==> src/rtl/mips_defs.sv <==
// Shared definitions for the MIPS pipeline control blocks: MDU opcodes,
// operand-usage encodings, MDU latency defaults and hazard helpers.
package mips_defs;

    typedef enum logic [1:0] {
        MD_MULT  = 2'b00,
        MD_MULTU = 2'b01,
        MD_DIV   = 2'b10,
        MD_DIVU  = 2'b11
    } md_op_e;

    typedef enum logic {
        MD_IDLE = 1'b0,
        MD_RUN  = 1'b1
    } md_state_e;

    localparam logic [1:0] TUSE_NONE       = 2'd3;
    localparam int         MULT_CYCLES_DEF = 5;
    localparam int         DIV_CYCLES_DEF  = 10;
    localparam logic [4:0] REG_ZERO        = 5'd0;

    function automatic logic is_div(input md_op_e op);
        return (op == MD_DIV) || (op == MD_DIVU);
    endfunction

    // A producer blocks a consumer when its result arrives later than the consumer needs it.
    function automatic logic reg_hazard(input logic [4:0] src, input logic [1:0] tuse,
                                        input logic [4:0] dst, input logic [1:0] tnew);
        return (src != REG_ZERO) && (src == dst) && (tnew > tuse);
    endfunction

endpackage

==> src/rtl/md_sequencer.sv <==
// Multiply/divide occupancy tracker: counts the MDU latency after a start
// strobe and pulses md_done in the cycle HI/LO become valid.
module md_sequencer
    import mips_defs::*;
#(
    parameter int MULT_CYCLES = MULT_CYCLES_DEF,
    parameter int DIV_CYCLES  = DIV_CYCLES_DEF,
    parameter int CNT_W       = 4
) (
    input  logic       clk,
    input  logic       reset,
    input  logic       md_start,
    input  logic [1:0] md_op,
    output logic       md_busy,
    output logic       md_done
);

    localparam logic [CNT_W-1:0] CNT_ONE = CNT_W'(1);

    md_state_e        state_q, state_d;
    logic [CNT_W-1:0] cnt_q, cnt_d;
    logic             md_done_q, md_done_d;

    // NOTE: every always_comb output gets a default first, so no path can infer a latch.
    always_comb begin
        state_d   = state_q;
        cnt_d     = cnt_q;
        md_done_d = 1'b0;
        case (state_q)
            MD_IDLE: begin
                if (md_start) begin
                    cnt_d   = is_div(md_op_e'(md_op)) ? CNT_W'(DIV_CYCLES) : CNT_W'(MULT_CYCLES);
                    state_d = MD_RUN;
                end
            end
            MD_RUN: begin
                // A start strobe here is ignored: the issuing instruction is held in D.
                cnt_d = cnt_q - CNT_ONE;
                if (cnt_q == CNT_ONE) begin
                    state_d   = MD_IDLE;
                    md_done_d = 1'b1;
                end
            end
            default: state_d = MD_IDLE;
        endcase
    end

    // NOTE: sequential state uses non-blocking assignments so all flops update together.
    always_ff @(posedge clk or posedge reset) begin
        if (reset) begin
            state_q   <= MD_IDLE;
            cnt_q     <= '0;
            md_done_q <= 1'b0;
        end else begin
            state_q   <= state_d;
            cnt_q     <= cnt_d;
            md_done_q <= md_done_d;
        end
    end

    assign md_busy = md_start | (state_q == MD_RUN);
    assign md_done = md_done_q;

endmodule

==> src/rtl/hazard_stall_ctrl.sv <==
// Pipeline hazard controller: holds the D-stage instruction on Tuse/Tnew
// data hazards or while the MDU is busy, and inserts bubbles into D/E.
module hazard_stall_ctrl
    import mips_defs::*;
#(
    parameter int MULT_CYCLES = MULT_CYCLES_DEF,
    parameter int DIV_CYCLES  = DIV_CYCLES_DEF,
    parameter int CNT_W       = 4
) (
    input  logic       clk,
    input  logic       reset,
    input  logic [4:0] D_rs,
    input  logic [4:0] D_rt,
    input  logic [1:0] D_tuse_rs,
    input  logic [1:0] D_tuse_rt,
    input  logic [4:0] E_dst,
    input  logic [4:0] M_dst,
    input  logic [1:0] E_tnew,
    input  logic [1:0] M_tnew,
    input  logic       D_is_md,
    input  logic       E_md_start,
    input  logic [1:0] E_md_op,
    output logic       F_en,
    output logic       D_en,
    output logic       E_clr,
    output logic       stall,
    output logic       md_busy,
    output logic       md_done
);

    logic stall_rs, stall_rt, stall_md;

    md_sequencer #(
        .MULT_CYCLES (MULT_CYCLES),
        .DIV_CYCLES  (DIV_CYCLES),
        .CNT_W       (CNT_W)
    ) u_md_sequencer (
        .clk      (clk),
        .reset    (reset),
        .md_start (E_md_start),
        .md_op    (E_md_op),
        .md_busy  (md_busy),
        .md_done  (md_done)
    );

    // E and M are checked independently; a match in either stage is enough to hold D.
    assign stall_rs = reg_hazard(D_rs, D_tuse_rs, E_dst, E_tnew) |
                      reg_hazard(D_rs, D_tuse_rs, M_dst, M_tnew);
    assign stall_rt = reg_hazard(D_rt, D_tuse_rt, E_dst, E_tnew) |
                      reg_hazard(D_rt, D_tuse_rt, M_dst, M_tnew);
    assign stall_md = D_is_md & md_busy;

    assign stall = stall_rs | stall_rt | stall_md;
    assign F_en  = ~stall;
    assign D_en  = ~stall;
    assign E_clr = stall;

endmodule

==> config.mk <==
export PLATFORM = sky130hd
export DESIGN_NAME = hazard_stall_ctrl
export DESIGN_NICKNAME = d
export VERILOG_FILES = /design/src/rtl/mips_defs.sv /design/src/rtl/md_sequencer.sv /design/src/rtl/hazard_stall_ctrl.sv
export SDC_FILE = /design/constraint.sdc
export NUM_CORES = 1
export LEC_CHECK = 0
export CAP_MARGIN = 0
export CORE_UTILIZATION = 30
export CTS_BUF_LIST = sky130_fd_sc_hd__clkbuf_8
export CTS_CLUSTER_SIZE = 30
export DETAILED_ROUTE_END_ITERATION = 16
export MAX_ROUTING_LAYER = met4
export PLACE_DENSITY_LB_ADDON = 0.25
export SETUP_SLACK_MARGIN = 0.5
export SLEW_MARGIN = 20
export SYNTH_ARGS = -nofsm -noshare
export SYNTH_HDL_FRONTEND = slang
export SYNTH_SLANG_ARGS = --single-unit
==> constraint.sdc <==
create_clock -name clk -period 1.9 [get_ports clk]
set_clock_uncertainty 0.15 [all_clocks]
set_input_delay 0.285 -clock clk [delete_from_list [all_inputs] [get_ports clk]]
set_output_delay 0.285 -clock clk [all_outputs]
set_load 0.01 [all_outputs]
# --- After elaboration in Yosys (flattened, before gate mapping) ---
# Index checks and enable logic that the tools add are counted.
word_totals:
  in_bits: 34
  out_inout_bits: 6
  latch_bits: 0
  n_memories: 0
  mem_bits_rw: 0
  mem_bits_ro: 0
  register_bits: 6
  elab_cells: 43
op_classes:
  n_eq_ne: 8
  shift: 0
  order_cmp: 4
  n_reduce_logical: 11
  multipliers: 0
  div: 0
  n_mux: 8
  n_addsub: 1
  bitwise_logic: 8
ops:
  columns: ["operator", "n"]
  rows:
  - ["== test 5 bit", 4]
  - ["nonzero test 5 bit", 2]
  - ["> comparator 2 bit", 4]
  - ["logical AND 1 bit", 8]
  - ["2-to-1 mux 4 bit", 2]
  - ["case mux 4 bit (2 select lines)", 1]
  - ["OR 1 bit", 5]
  - ["== test 2 bit (second input constant)", 2]
  - ["== test 4 x 1 -> 1 bit (second input constant)", 1]
  - ["2-to-1 mux 1 bit", 4]
  - ["subtractor 4 x 1 -> 4 bit (second input constant)", 1]
  - ["inequality test 2 bit (second input constant)", 1]
  - ["NOT 1 bit", 2]
  - ["case mux 1 bit (2 select lines)", 1]
  - ["bitwise AND 1 bit", 1]
  - ["logical OR 1 bit", 1]

# --- Logic depth before layout (Yosys ltp) ---
# Gate-level depths: netlist (run 1).
logic_depth:
  word_depth: 7
  depth_mapped: 8
  ltp_nobuf: 7

# --- Modules after synthesis ---
# From an unflattened synthesis (run 1), not the netlist that was laid out.
unflattened:
  cells_unflattened: 92
  hier_area_um2: 774.5
by_module_without_submodules:
  columns: ["module", "area_per_inst_um2", "cells_each", "n_inst", "seq_area_each_um2"]
  rows:
  - ["hazard_stall_ctrl", 454.2, 60, 1, 0.0]
  - ["md_sequencer", 320.3, 32, 1, 150.1]

# --- Least setup slack after synthesis (run 1) ---
# Ideal clock, no wire load.
synth_timing:
  kind: "input to output"
  startpoint: "input port D_tuse_rs[1]"
  endpoint: "output port F_en"
  path_buffers: 1
  t_arrival_ns: 1.513
  required_ns: 1.465
  path_slack_ns: -0.048
  path_stages: 8
  cell_sequence: "inv_1 > ha_1 > nand2_1 > nand4_1 > nor4_1 > o22ai_1 > and3_1 > buf_4"
synth_via:
  elab_chain_len: 6
  elab_cells_between_ends: 8
  classes_between: "order compare (2); bitwise (4); reduce/logical (2)"
synth_lines:
  columns: ["item", "line_no", "source"]
  rows:
  - ["start: declaration", "hazard_stall_ctrl.sv:14", "input logic [1:0] D_tuse_rs,"]
  - ["> comparator 2 bit", "mips_defs.sv:29", "return (src != REG_ZERO) && (src == dst) && (tnew > tuse);"]
  - ["logical AND 1 bit", "mips_defs.sv:29", null]
  - ["OR 1 bit (*)", "hazard_stall_ctrl.sv:47", "assign stall_rs = reg_hazard(D_rs, D_tuse_rs, E_dst, E_tnew) |"]
  - ["OR 1 bit (*) (2 in a row)", "hazard_stall_ctrl.sv:53", "assign stall = stall_rs | stall_rt | stall_md;"]
  - ["NOT 1 bit (*)", null, null]
  - ["end: declaration", "hazard_stall_ctrl.sv:23", "output logic F_en,"]
# Mark *: on every way between the ends. The rest lies on a longest branch, timed or not.

# --- Worst setup path after layout (run 1) ---
layout_timing:
  startpoint: "input port D_rs[0]"
  endpoint: "output port D_en"
layout_via:
  elab_chain_len: 7
  elab_cells_between_ends: 11
  classes_between: "eq/ne (2); bitwise (4); reduce/logical (5)"
layout_lines:
  columns: ["item", "line_no", "source"]
  rows:
  - ["start: declaration", "hazard_stall_ctrl.sv:12", "input logic [4:0] D_rs,"]
  - ["== test 5 bit / nonzero test 5 bit (equally long branches)", "mips_defs.sv:29", null]
  - ["logical AND 1 bit (2 in a row)", "mips_defs.sv:29", null]
  - ["OR 1 bit (*)", "hazard_stall_ctrl.sv:47", null]
  - ["OR 1 bit (*) (2 in a row)", "hazard_stall_ctrl.sv:53", null]
  - ["NOT 1 bit (*)", "hazard_stall_ctrl.sv:55", "assign D_en = ~stall;"]
  - ["end: declaration", "hazard_stall_ctrl.sv:24", "output logic D_en,"]
# Marked as above.

==> metrics, run 1 <==
status=finished with violations; failing checks=negative setup slack; Unique masters post-synth=24; TritonCTS Buffers=3; Antenna Nets Post-Route=0; sequential share of power=24.2%; share of post-route cells with drive strength above 1=61.2%; simple-gate share of the synthesized area=18.0%; worst path bufs/invs=2; Synth Warn #=0; die area=approximately 2700 sq um; Peak VDD IR=900 uV; Clock power frac=between 10% and 20%; CTS Buffer Depth=2; leakage=0.000698 uW; setup_tns=-0.242 ns; CP delay by family, top=simple AND/OR/NAND/NOR gates; CP max FO=3; max-cap check violation count=0; Placed Area=1290 sq um; clock insertion delay at the later pin of the skew report=between 0.2 and 0.25 ns; residual overflow from global routing=0; CP startpoint=D_rs[0]; Starting DRT DRC Count=14; final worst slack=-0.0890 ns; via count=~900; main combinational cell family by area after synthesis=XOR/XNOR gates; CP max-delay cell=dlygate4sd2_1; Worst-path clk slew=approximately 0.040 ns; CTS tree=yes; initial antenna violation count=0; Finished Core Util=68.4%; Reg2Reg Setup Slack=0.60 ns; Critical Path Source Type=input pin; CORE AREA=~2300 sq um; stages on the worst setup path=6; final hold violation count=0; drt drc=0; Seq/Total Area, Yosys=slightly below 20%; WL final=2.53 mm; r2r worst-path depth=4; multiplexer area fraction after synthesis=roughly 1.3%; post-route design area=approximately 1600 sq um; share of the synthesized area in the top cell type=19.8%; Sw Share=36.4%; CTS sink cnt=6; DR pass1 iterations=4; synthesized-area fraction occupied by adder cells=16.5%; Max Freq=503 MHz; combinational power share=57.1%; number of diodes=0; Tot GR Track Use=20.5%; CP arrival=between 1.5 and 2 ns; Critical Path RT=1.46 ns; slowest stage delay, CP=~0.3 ns; worst min-delay path class=input pin to asynchronous set/reset pin; syn_nets=137; Power Dens Cells=roughly 640 nW/um^2; IO Count=40; largest net degree at the start of global routing=11; Die X=52.2 um; H-tree levels=1; RSZ-0062 raised after global routing=yes; critical path capture point=D_en; Avg Cell Area, Syn=8.14 sq um; GP Congestion=approximately 0.94; final setup fails=4; Post-Syn Area=757 sq um; Synth Area in XOR/XNOR=between 20 and 25%; first-pass GRT wire length=around 4 mm; RR Startpoint=u_md_sequencer.cnt_q[1]$_DFFE_PP0N_; Reg-to-Reg End=u_md_sequencer.state_q$_DFF_PP0_; Sw Pwr=364 uW; crit-path cells=dlygate4sd2_1 > xor2_1 > nor4_2 > o22ai_2 > and3_4 > buf_6; post-synth top area cell=dfrtp_1; Worst-Margin Slew=0.299 ns; CP endpoint kind=output port; HPWL Detailed=1.83 mm; # fillers=177; Final min period=about 2.0 ns; period utilization=105%; pins over their slew limit=0; Routed WL per cell=around 14 um; Internal=between 600 and 700 uW; synthesis-stage register bit count=6; Root Buffer=clkbuf_8; leading post-synthesis cells by cell area=dfrtp_1 20%, ha_1 17%, xnor2_1 15%; Slew Limit Headroom=79.8%; die height=52.2 um; Synth Area in Compound Gates=11.1%; CP Class=input pin to output port; commonest non-fill, non-tap cell in the layout=clkbuf_2; commonest cells after routing, fill and taps aside=16 x clkbuf_2, 13 x buf_6, 10 x buf_4; Rows=17; Layout area overhead=107%; Initial Utilization=between 30% and 40%; vias in the first global route=929; # port buffers=38; vias per cell=5.05; fin nets=193; Post-Syn Instances=93
==> per-stage QoR <==
stage | hold slack [ns] | total power [uW] | instances | setup WS, ns
2_1_floorplan | -0.0740 | 499 | 93 | 0.0705
3_3_place_gp | 0.354 | 703 | 170 | -1.03
3_5_place_dp | 0.357 | 717 | 170 | -1.09
4_1_cts | 0.136 | 966 | 175 | -0.134
5_1_grt | 0.154 | 1090 | 175 | -0.146
6_report | 0.133 | 1000 | 175 | -0.0890
==> area by class of cell <==
type | instances | area, sq um | share of cell area (%)
Clock buffer | 3 | 41.3 | 2.63
Inverter | 13 | 73.8 | 4.70
Multi-Input combinational cell | 71 | 835 | 53.1
Sequential cell | 6 | 150 | 9.56
Tap cell | 28 | 35.0 | 2.23
Timing Repair Buffer | 54 | 435 | 27.7
==> worst min-delay path by stage <==
| stage | to | depth (start not counted) | startpoint |
|---|---|---|---|
| after floorplan | u_md_sequencer.cnt_q[0]$_DFFE_PP0N_ | 1 | reset |
| after global placement | u_md_sequencer.md_done$_DFF_PP0_ | 1 | u_md_sequencer.cnt_q[3]$_DFFE_PP0N_ |
| after detailed placement | u_md_sequencer.md_done$_DFF_PP0_ | 1 | u_md_sequencer.cnt_q[3]$_DFFE_PP0N_ |
| after CTS | u_md_sequencer.cnt_q[3]$_DFFE_PP0N_ | 2 | reset |
| after global routing | u_md_sequencer.cnt_q[2]$_DFFE_PP0N_ | 2 | reset |
| final | u_md_sequencer.cnt_q[3]$_DFFE_PP0N_ | 2 | reset |
==> Yosys cell counts <==
master / instances
o221a_2: 1
a2111oi_1: 1
nor4_1: 3
and3_1: 1
or4_1: 2
o22ai_1: 2
xor2_1: 8
a21oi_1: 6
mux2i_1: 1
nor2b_1: 1
inv_1: 13
nand4_1: 3
nor3_1: 1
nor4bb_1: 1
nor2_1: 3
dfrtp_1: 6
o21ai_0: 4
nand3b_1: 1
nand2_1: 6
nand3_1: 3
ha_1: 10
buf_4: 2
xnor2_1: 13
clkbuf_1: 1
==> power groups by stage <==
stage	registers, uW	clock network, uW	logic, uW
6_report	243	187	572
4_1_cts	238	190	538
3_3_place_gp	236	0	467
5_1_grt	249	203	642
3_5_place_dp	238	0	479
2_1_floorplan	229	0	270
==> cell families after synthesis <==
group | after synthesis
adder cells (fa/ha/maj) | 10
multiplexers | 1
AND/OR/NAND/NOR | 25
buffers and inverters | 16
XOR/XNOR | 21
AO/OA/AOI/OAI | 14
flip-flops | 6
==> layer usage <==
layer  global-route usage [%]  vias to the layer above  wire [um]
li1                         -                      428          -
met1                     23.7                      417        959
met2                     35.9                       32       1380
met3                     4.93                        6        154
met4                     4.39                        0         40
met5                        -                        -          0
==> flip-flops by register name, summed over array words and instances, names as in the netlist <==
signal,count
u_md_sequencer.cnt_q,4
u_md_sequencer.md_done,1
u_md_sequencer.state_q,1
==> what timing repair did <==
action                     CTS  global route
hold buffers                 0             0
setup endpoints to repair    6             6
pin swaps                   26            22
buffers inserted             2             0
gates resized for setup    127            48
==> worst reg2reg max path, cell delays in order, from the launching register on <==
cell and delay (ns):
dfrtp_1 0.36, inv_1 0.10, ha_1 0.14, nor4bb_2 0.34
nor2_1 0.08
(Power assumes the default switching activity.)
==> inputs of run 2 (changes only) <==
CORE_MARGIN = 5   (was not set)
CORE_UTILIZATION = 40   (was 30)
==> run 2 against run 1 <==
Flip-flop and latch count unchanged; via count up 16%; sequential share of layout area down 0.24 points; final area up 2.6%; utilization up 23 points; largest power group unchanged; largest cell class unchanged; global-route usage up 2.2 points; worst setup slack worse by 0.26 ns; clock power up 3%; maximum frequency down 11%; first-iteration DRC count rose to 2.6 times the previous value; the run still ends with negative setup slack left; die area up 4.9%.
==> metrics, run 2 (same netlist as run 1, synthesis figures left out) <==
vias in the first global route=1014 (+9.1%); Power Dens Cells=709 nW/um^2 (+11%); Met1 Wirelength=1.35 mm (+41%); via count=1022 (+16%); CP Class=input pin to output port; Antenna Nets Post-Route=0 (unchanged); Worst-path clk slew=0.04 ns (about the same); DR pass1 iterations=4 (unchanged); Peak VDD IR=1040 uV (+15%); Die X=53.5 um (+2.4%); Largest Register=u_md_sequencer.cnt_q; Slew Limit Headroom=70.8% (-9.0 points); HPWL Detailed=2.14 mm (+17%); die height=53.5 um (+2.4%); clock insertion delay at the later pin of the skew report=0.22 ns (about the same); die area=2860 sq um (+4.9%); worst min-delay path class=input pin to asynchronous set/reset pin; Routed WL per cell=21.5 um (+49%); Place WS=-1.06 ns (+0.0268 ns); Starting DRT DRC Count=36 (+22); combinational power share=60.9% (+3.8 points); final worst slack=-0.345 ns (-0.256 ns); Final min period=2.25 ns (+0.256 ns); CTS sink cnt=6 (unchanged); largest net degree at the start of global routing=11 (unchanged); share of post-route cells with drive strength above 1=53.9% (-7.3 points); CP arrival=1.81 ns (+0.26 ns); final hold violation count=0 (unchanged); initial antenna violation count=0 (unchanged); status=finished with violations; RSZ-0062 raised after global routing=yes; Critical Path Source Type=input pin; Tot GR Track Use=22.6% (+2.2 points); Internal=689 uW (+8.2%); max-cap check violation count=0 (unchanged); failing checks=negative setup slack; Reg2Reg Setup Slack=0.27 ns (-0.33 ns); setup_tns=-1.22 ns (-0.980 ns); CP max FO=2 (-1); final setup fails=4 (unchanged); hold buffers post-CTS=0 (unchanged); # port buffers=38 (unchanged); IO Count=40 (unchanged); met2 wire len=1.90 mm (+38%); Reg-to-Reg End=u_md_sequencer.cnt_q[2]$_DFFE_PP0N_; Layout area overhead=113%; drt drc=0 (unchanged); Max Freq=445 MHz (-11%); Largest register FFs=4 (unchanged); Sequential Area=150 sq um (unchanged); leakage=0.000717 uW (+2.9%); r2r worst-path depth=9 (+5); RR Startpoint=u_md_sequencer.state_q$_DFF_PP0_; Worst-Margin Slew=0.432 ns (+0.133 ns); fin nets=198 (+2.6%); Initial Utilization=42.9% (+10 points); commonest cells after routing, fill and taps aside=17 x buf_6, 10 x buf_4; # fillers=76 (-57%); commonest non-fill, non-tap cell in the layout=buf_6; H-tree levels=1 (unchanged); TritonCTS Buffers=3 (unchanged); vias per cell=5.77 (+14%); met3 wire length=271 um (+76%); Critical Path RT=1.46 ns (about the same); CTS tree=yes; CORE AREA=1760 sq um (-23%); top routing layer in use=met4; pins over their slew limit=0 (unchanged); number of diodes=0 (unchanged); sequential share of power=22.3% (-1.9 points); multi-input logic area=802 sq um (-3.9%); period utilization=118% (+13 points); Sw Pwr=453 uW (+25%); Clock power frac=16.8% (-1.9 points); residual overflow from global routing=0 (unchanged); GP Congestion=0.892 (-5.6%); Sw Share=39.7% (+3.3 points); first-pass GRT wire length=4.46 mm (+11%); WL final=3.80 mm (+50%); CP endpoint kind=output port; Root Buffer=clkbuf_8; CTS Buffer Depth=2 (unchanged); Rows=15 (-2)
==> run 2: changes by cell type in the layout (fill, tap and decap cells not counted), moves of 3 or more <==
cell             change
buf_2                +3
buf_6                +4
clkbuf_2            -11
clkdlybuf4s15_1      +7
inv_2                +3
xnor2_1              +3
==> run 2: power groups by stage <==
| stage | logic, uW | registers, uW | clock network [uW] |
|---|---|---|---|
| floorplan | 270 | 229 | 0 |
| global placement | 465 | 235 | 0 |
| detailed placement | 491 | 241 | 0 |
| CTS | 565 | 243 | 192 |
| global route | 750 | 262 | 205 |
| finish | 696 | 255 | 192 |
==> run 2: area by class of cell <==
| type | instances | share of cell area (%) |
|---|---|---|
| multi-input combinational | 71 | 49.8 |
| timing repair buffer | 59 | 32.6 |
| sequential | 6 | 9.32 |
| inverter | 13 | 3.80 |
| clock buffer | 3 | 2.56 |
| tap | 25 | 1.94 |
==> run 2: worst max-delay path by stage <==
| stage | start | to | slack (ns) | cells after the start |
|---|---|---|---|---|
| 5_1_grt | E_dst[2] | D_en | -0.35 | 7 |
| 3_3_place_gp | D_tuse_rt[1] | E_clr | -0.97 | 9 |
| 2_1_floorplan | D_tuse_rt[1] | F_en | 0.07 | 8 |
| 6_report | E_dst[2] | D_en | -0.35 | 7 |
| 4_1_cts | D_tuse_rt[1] | D_en | -0.18 | 9 |
| 3_5_place_dp | D_tuse_rt[1] | E_clr | -1.06 | 9 |
==> run 2: layer usage <==
layer  track usage (%)  vias up
li1                  -      444
met1              22.1      480
met2              41.8       71
met3              6.20       27
met4              8.94        0
met5                 -        -
==> run 2: what timing repair did <==
item | in CTS | in global routing
endpoints found under the setup margin | 6 | 6
setup buffers | 6 | 2
pin swaps | 21 | 22
resized for setup | 117 | 38
==> run 2: critical path, cell delays in order <==
cell             delay, ns
clkdlybuf4s15_1       0.25
xnor2_1               0.25
nand3_1               0.19
a2111oi_4             0.36
o22ai_2               0.15
and3_4                0.21
buf_6                 0.12
==> run 2: per-stage QoR <==
stage                     hold slack, ns  cells  total power (uW)  util (%)  instance area, sq um
final                              0.177    177              1140      91.3                  1610
after floorplan                  -0.0740     93               499         -                   787
after detailed placement           0.350    166               732      72.4                  1280
after global placement             0.343    166               700      72.4                  1280
after global routing               0.192    177              1220      91.3                  1610
after CTS                          0.139    175              1000      85.1                  1500
